<file path="src/rtl/game_pkg.sv">
// rtl/game_pkg.sv - shared screen encoding and width helpers for the game-flow controller
package game_pkg;

    typedef enum logic [2:0] {
        S_INIT           = 3'd0,
        S_CAR_SELECT     = 3'd1,
        S_CONTROL_SELECT = 3'd2,
        S_GAME           = 3'd3,
        S_PAUSE          = 3'd4,
        S_RESULT         = 3'd5
    } state_t;

    localparam int N_SCREENS = 6;

    // Selection index width; a single choice still gets a 1-bit port.
    function automatic int sel_width(input int n);
        return (n > 1) ? $clog2(n) : 1;
    endfunction

endpackage

</file>
<file path="src/rtl/frame_timer.sv">
// rtl/frame_timer.sv - saturating frame counter with a pulse on the limit-th tick
module frame_timer #(
    parameter int W = 8
) (
    input  logic         pclk,
    input  logic         rst,
    input  logic         clear,
    input  logic         frame_tick,
    input  logic [W-1:0] limit,
    output logic         done
);

    logic [W-1:0] cnt;

    // done must not depend on clear: clear is derived from the transition done causes.
    assign done = frame_tick && (cnt == (limit - W'(1)));

    always_ff @(posedge pclk) begin
        if (rst) begin
            cnt <= '0;
        end else if (clear) begin
            cnt <= '0;
        end else if (frame_tick && (cnt != '1)) begin
            cnt <= cnt + W'(1);
        end
    end

endmodule

</file>
<file path="src/rtl/game_flow_fsm.sv">
// rtl/game_flow_fsm.sv - screen sequencer driving layer visibility and player selections
module game_flow_fsm
    import game_pkg::*;
#(
    parameter int SPLASH_FRAMES = 120,
    parameter int RESULT_FRAMES = 180,
    parameter int N_CARS        = 4,
    parameter int N_CTRL        = 2,
    localparam int CW           = sel_width(N_CARS),
    localparam int KW           = sel_width(N_CTRL)
) (
    input  logic          pclk,
    input  logic          rst,
    input  logic          frame_tick,
    input  logic          btn_confirm,
    input  logic          btn_back,
    input  logic          btn_left,
    input  logic          btn_right,
    input  logic          race_done,
    output logic          splash_visible,
    output logic          car_select_visible,
    output logic          control_select_visible,
    output logic          track_visible,
    output logic          player_visible,
    output logic          result_visible,
    output logic          game_run,
    output logic [CW-1:0] car_sel,
    output logic [KW-1:0] ctrl_sel
);

    localparam int MAX_FRAMES = (SPLASH_FRAMES > RESULT_FRAMES) ? SPLASH_FRAMES : RESULT_FRAMES;
    localparam int TW         = $clog2(MAX_FRAMES + 1);

    state_t        state, state_nxt;
    logic [CW-1:0] car_nxt;
    logic [KW-1:0] ctrl_nxt;
    logic [6:0]    flags_nxt;
    logic [6:0]    flags_q;
    logic          timer_clear;
    logic          timer_done;
    logic [TW-1:0] timer_limit;

    logic move_right;
    logic move_left;

    assign move_right  = btn_right && !btn_left;
    assign move_left   = btn_left && !btn_right;
    assign timer_clear = (state_nxt != state);
    assign timer_limit = (state == S_RESULT) ? TW'(RESULT_FRAMES) : TW'(SPLASH_FRAMES);

    frame_timer #(
        .W(TW)
    ) u_frame_timer (
        .pclk      (pclk),
        .rst       (rst),
        .clear     (timer_clear),
        .frame_tick(frame_tick),
        .limit     (timer_limit),
        .done      (timer_done)
    );

    always_comb begin
        state_nxt = state;
        car_nxt   = car_sel;
        ctrl_nxt  = ctrl_sel;
        case (state)
            S_INIT: begin
                if (btn_confirm || timer_done) state_nxt = S_CAR_SELECT;
            end
            S_CAR_SELECT: begin
                if (btn_confirm) begin
                    state_nxt = S_CONTROL_SELECT;
                end else if (btn_back) begin
                    state_nxt = S_INIT;
                end else if (move_right) begin
                    car_nxt = (car_sel == CW'(N_CARS - 1)) ? '0 : car_sel + CW'(1);
                end else if (move_left) begin
                    car_nxt = (car_sel == '0) ? CW'(N_CARS - 1) : car_sel - CW'(1);
                end
            end
            S_CONTROL_SELECT: begin
                if (btn_confirm) begin
                    state_nxt = S_GAME;
                end else if (btn_back) begin
                    state_nxt = S_CAR_SELECT;
                end else if (move_right) begin
                    ctrl_nxt = (ctrl_sel == KW'(N_CTRL - 1)) ? '0 : ctrl_sel + KW'(1);
                end else if (move_left) begin
                    ctrl_nxt = (ctrl_sel == '0) ? KW'(N_CTRL - 1) : ctrl_sel - KW'(1);
                end
            end
            S_GAME: begin
                if (race_done) state_nxt = S_RESULT;
                else if (btn_back) state_nxt = S_PAUSE;
            end
            S_PAUSE: begin
                if (btn_confirm) state_nxt = S_GAME;
                else if (btn_back) state_nxt = S_CAR_SELECT;
            end
            S_RESULT: begin
                if (btn_confirm || timer_done) state_nxt = S_CAR_SELECT;
            end
            default: state_nxt = S_INIT;
        endcase
    end

    // Flag order: splash, car, control, track, player, result, run.
    always_comb begin
        flags_nxt = 7'b0000000;
        case (state_nxt)
            S_INIT:           flags_nxt = 7'b1000000;
            S_CAR_SELECT:     flags_nxt = 7'b0100000;
            S_CONTROL_SELECT: flags_nxt = 7'b0010000;
            S_GAME:           flags_nxt = 7'b0001101;
            S_PAUSE:          flags_nxt = 7'b0001100;
            S_RESULT:         flags_nxt = 7'b0001010;
            default:          flags_nxt = 7'b1000000;
        endcase
    end

    always_ff @(posedge pclk) begin
        if (rst) begin
            state    <= S_INIT;
            car_sel  <= '0;
            ctrl_sel <= '0;
            flags_q  <= '0;
        end else begin
            state    <= state_nxt;
            car_sel  <= car_nxt;
            ctrl_sel <= ctrl_nxt;
            flags_q  <= flags_nxt;
        end
    end

    assign splash_visible         = flags_q[6];
    assign car_select_visible     = flags_q[5];
    assign control_select_visible = flags_q[4];
    assign track_visible          = flags_q[3];
    assign player_visible         = flags_q[2];
    assign result_visible         = flags_q[1];
    assign game_run               = flags_q[0];

endmodule

</file>
<file path="config.mk">
export PLATFORM = sky130hd
export DESIGN_NAME = game_flow_fsm
export DESIGN_NICKNAME = d
export VERILOG_FILES = /design/src/rtl/game_pkg.sv /design/src/rtl/frame_timer.sv /design/src/rtl/game_flow_fsm.sv
export SDC_FILE = /design/constraint.sdc
export NUM_CORES = 1
export LEC_CHECK = 0
export BUFFER_PORTS_ARGS = -buffer_cell sky130_fd_sc_hd__buf_2
export CORE_AREA = 2 2 75 77
export CTS_BUF_LIST = sky130_fd_sc_hd__clkbuf_4 sky130_fd_sc_hd__clkbuf_8 sky130_fd_sc_hd__clkbuf_16
export CTS_CLUSTER_DIAMETER = 50
export CTS_CLUSTER_SIZE = 14
export DETAILED_ROUTE_END_ITERATION = 10
export DIE_AREA = 0 0 77 79
export GPL_TIMING_DRIVEN = 1
export PLACE_DENSITY_LB_ADDON = 0.1
export SLEW_MARGIN = 10
export SYNTH_ARGS = -nofsm -noshare
export SYNTH_HDL_FRONTEND = slang
export SYNTH_HIERARCHICAL = 1
export SYNTH_SLANG_ARGS = --single-unit
</file>
<file path="constraint.sdc">
create_clock -name pclk -period 4.3 [get_ports pclk]
set_clock_uncertainty 0.1 [all_clocks]
set_input_delay 0.86 -clock pclk [delete_from_list [all_inputs] [get_ports pclk]]
set_output_delay 0.86 -clock pclk [all_outputs]
set_load 0.1 [all_outputs]
</file>
==> impl_metrics.tcl <==
set metrics [dict create \
    overflow 0 \
    cp_data_required_time_ns 4.39 \
    postCtsSetupBuffers 0 \
    synthesis.instances 168 \
    p_comb_frac 0.275 \
    min-delay-path-class "flip-flop to flip-flop" \
    cts_tree "done" \
    dr_total_vias 1202 \
    max_freq_ghz 0.2796 \
    power_switching_mw 0.1660 \
    drive_gt1_frac 0.1762 \
    syn2layout_area_growth_pct 14.36 \
    internal_power_mw 0.3094 \
    pre_cts_slack_ns 0.7232 \
    p_sw_frac 0.3492 \
    setup_violations 0 \
    max_cap_viol_count 0 \
    power_density_nw_per_um2 290.9 \
    ctsResizeCount 0 \
    cts_made_buffers 3 \
    synth_cell_type_count 56 \
    core_um2 5338 \
    wirelength_um 2945 \
    min_period_over_period 0.8318 \
    cp-endpoint "flags_q[2]" \
    drtIter0Drc 34 \
    synth_ff_type "dfxtp_1" \
    root_buffer "clkbuf_8" \
    wire_per_inst_um 11.11 \
    hold_viol 0 \
    htree_levels 1 \
    grt_max_degree 14 \
    p_leak_nw 0.6844 \
    ios 18 \
    io_buffers 17 \
    period_minus_slack_ns 3.577 \
    cts_hold_buf 0 \
    dp_hpwl_um 2296 \
    dieArea_um2 6083 \
    path_class "flip-flop to flip-flop" \
    crit_path_start "state[1]" \
    reg2reg_depth 15 \
    drc_errors 0 \
    fp-row-count 27 \
    antenna_found_initial 0 \
    rsz0062_at_grt "no" \
    clock_sinks 21 \
    status "complete, no violations" \
    ys_seq_area_frac 0.2942 \
    num-nets-final 208 \
    antennaDiodeCount 0 \
    async_reset_ff_frac 0 \
    initial_core_util 0.2677 \
    antenna_left 0 \
    seqPwrFrac 0.455 \
    r2r_end "flags_q[2]" \
    netlist_area_um2 1429 \
    chipWidth_um 77 \
    vias_per_cell 4.536 \
    ys_ff_latch 21 \
    yosys_warnings 6 \
    reg2reg_from "state[1]" \
    reg2reg_slack_ns 0.72 \
    grt_pass1_wl_um 4947 \
    cts_buffer_depth 2 \
    grt_use_total 0.1002 \
    cp_max_fo 10 \
    syn_area_per_cell_um2 8.505 \
    synth_edf_count 0 \
    min_from "ctrl_sel" \
    crit_path_end_kind "flip-flop" \
    gp_congestion 0.7751 \
    ir_drop_uv 180.7 \
    grt_pass1_vias 1120 \
    slew_viol_final 0 \
    crit_path_start_kind "flip-flop" \
    crit_arrival_ns 3.67 \
    clk-insertion-delay-late_ns 0.26 \
    path_clk_slew_ns 0.08 \
    layout_setup_ws_ns 0.7233 \
    die_h_um 79 \
    finalSetupTns_ns 0 \
    clkPwrFrac 0.271 \
    dr.pass1.iters 4 \
]
layout by cell type, fill, tap and decap left out, types with 2 or more instances in the layout:
| cell type | instances |
|---|---|
| nand2b_1 | 4 |
| a21oi_1 | 7 |
| xnor2_1 | 10 |
| nor4_1 | 2 |
| conb_1 | 14 |
| xor2_1 | 6 |
| nor3b_1 | 2 |
| buf_2 | 17 |
| nand4_1 | 3 |
| nand3_1 | 3 |
| o31ai_2 | 2 |
| dfxtp_1 | 21 |
| and3_1 | 3 |
| nor2_1 | 19 |
| mux2i_1 | 5 |
| a211oi_1 | 3 |
| clkbuf_8 | 3 |
| ha_1 | 6 |
| nand2_1 | 6 |
| o21ai_0 | 7 |
| inv_1 | 12 |
| nor3_1 | 5 |
kinds of logic (layout without fill, tap and decap cells):
kind of cell,count (synthesis),count (layout),synth area share
simple gates,61,61,0.2434
compound gates,35,35,0.1830
flops,21,21,0.2942
buf+inv,21,34,0.07705
xor+xnor,17,17,0.1095
fa+ha+maj,6,6,0.05254
mux,5,5,0.03503
other cells,2,14,0.005256
worst min-delay path by stage:
stage,cells past startpoint,slack [ns],to
after floorplan,2,0.43,u_frame_timer/cnt[1]
after global placement,2,0.39,ctrl_sel
after detailed placement,2,0.40,ctrl_sel
after CTS,2,0.43,ctrl_sel
after global routing,2,0.45,ctrl_sel
final,2,0.42,ctrl_sel
stage by stage:
stage               power [mW]  cells  hold slack (ns)  utilization  area [um^2]
floorplan               0.3308    180           0.4349            -         1474
global placement        0.3509    261           0.3889       0.2975         1588
CTS                     0.4862    265           0.4284       0.3061         1634
global route            0.5089    265           0.4498       0.3061         1634
detailed placement      0.3515    261           0.4040       0.2975         1588
finish                  0.4754    265           0.4186       0.3061         1634
layout make-up:
class	count	area, um^2
clock inverters	1	5.005
well taps	72	90.09
repair buffers	17	85.08
clock buffers	3	41.29
multi-input cells	138	943.4
flip-flops and latches	21	420.4
fillers	607	3704
inverters	13	48.80
per-layer routing:
| layer | part of all wire | global-route usage | vias up |
|---|---|---|---|
| met1 | 0.50 | 0.1262 | 553 |
| met2 | 0.46 | 0.1711 | 16 |
| met5 | 0 | 0 | - |
| li1 | - | - | 631 |
| met3 | 0.030 | 0.02159 | 2 |
| met4 | 0.0068 | 0.03214 | 0 |
power by group through the flow:
stage | clock network, mW | registers (mW) | logic, mW
after floorplan | 0 | 0.258 | 0.0730
after global routing | 0.149 | 0.218 | 0.142
after detailed placement | 0 | 0.220 | 0.131
final | 0.129 | 0.216 | 0.131
after global placement | 0 | 0.220 | 0.131
after CTS | 0.138 | 0.216 | 0.132
worst max-delay path: stages, from the launching register on:
cell	delay, ns
dfxtp_1	0.47
inv_1	0.12
nand3_1	0.36
inv_1	0.24
nor3b_1	0.34
xnor2_1	0.16
o2111ai_1	0.11
a211oi_1	0.32
mux2i_1	0.14
and3_1	0.21
nor2_2	0.14
inv_2	0.06
ha_1	0.29
nor2_1	0.17
o21ai_0	0.13
mux2i_1	0.14
flip-flops by register name, summed over array words and instances (netlist names):
name	count
ctrl_sel	1
flags_q	7
u_frame_timer/cnt	8
car_sel	2
state	3
synth_stat cells (3+ instances only):
cell / instances / area [um^2]
nand4_1: 3 / 18.77
nor3_1: 5 / 25.02
and3_1: 3 / 18.77
dfxtp_1: 21 / 420.4
ha_1: 6 / 75.07
o21ai_0: 7 / 35.03
inv_1: 12 / 45.04
nand2_1: 6 / 22.52
nand2b_1: 4 / 25.02
nand3_1: 3 / 15.01
xor2_1: 6 / 52.55
a21oi_1: 7 / 35.03
xnor2_1: 10 / 87.58
a211oi_1: 3 / 22.52
nor2_1: 19 / 71.32
mux2i_1: 5 / 50.05
buf_6: 3 / 33.78
Power figures use the tool's default switching activity.
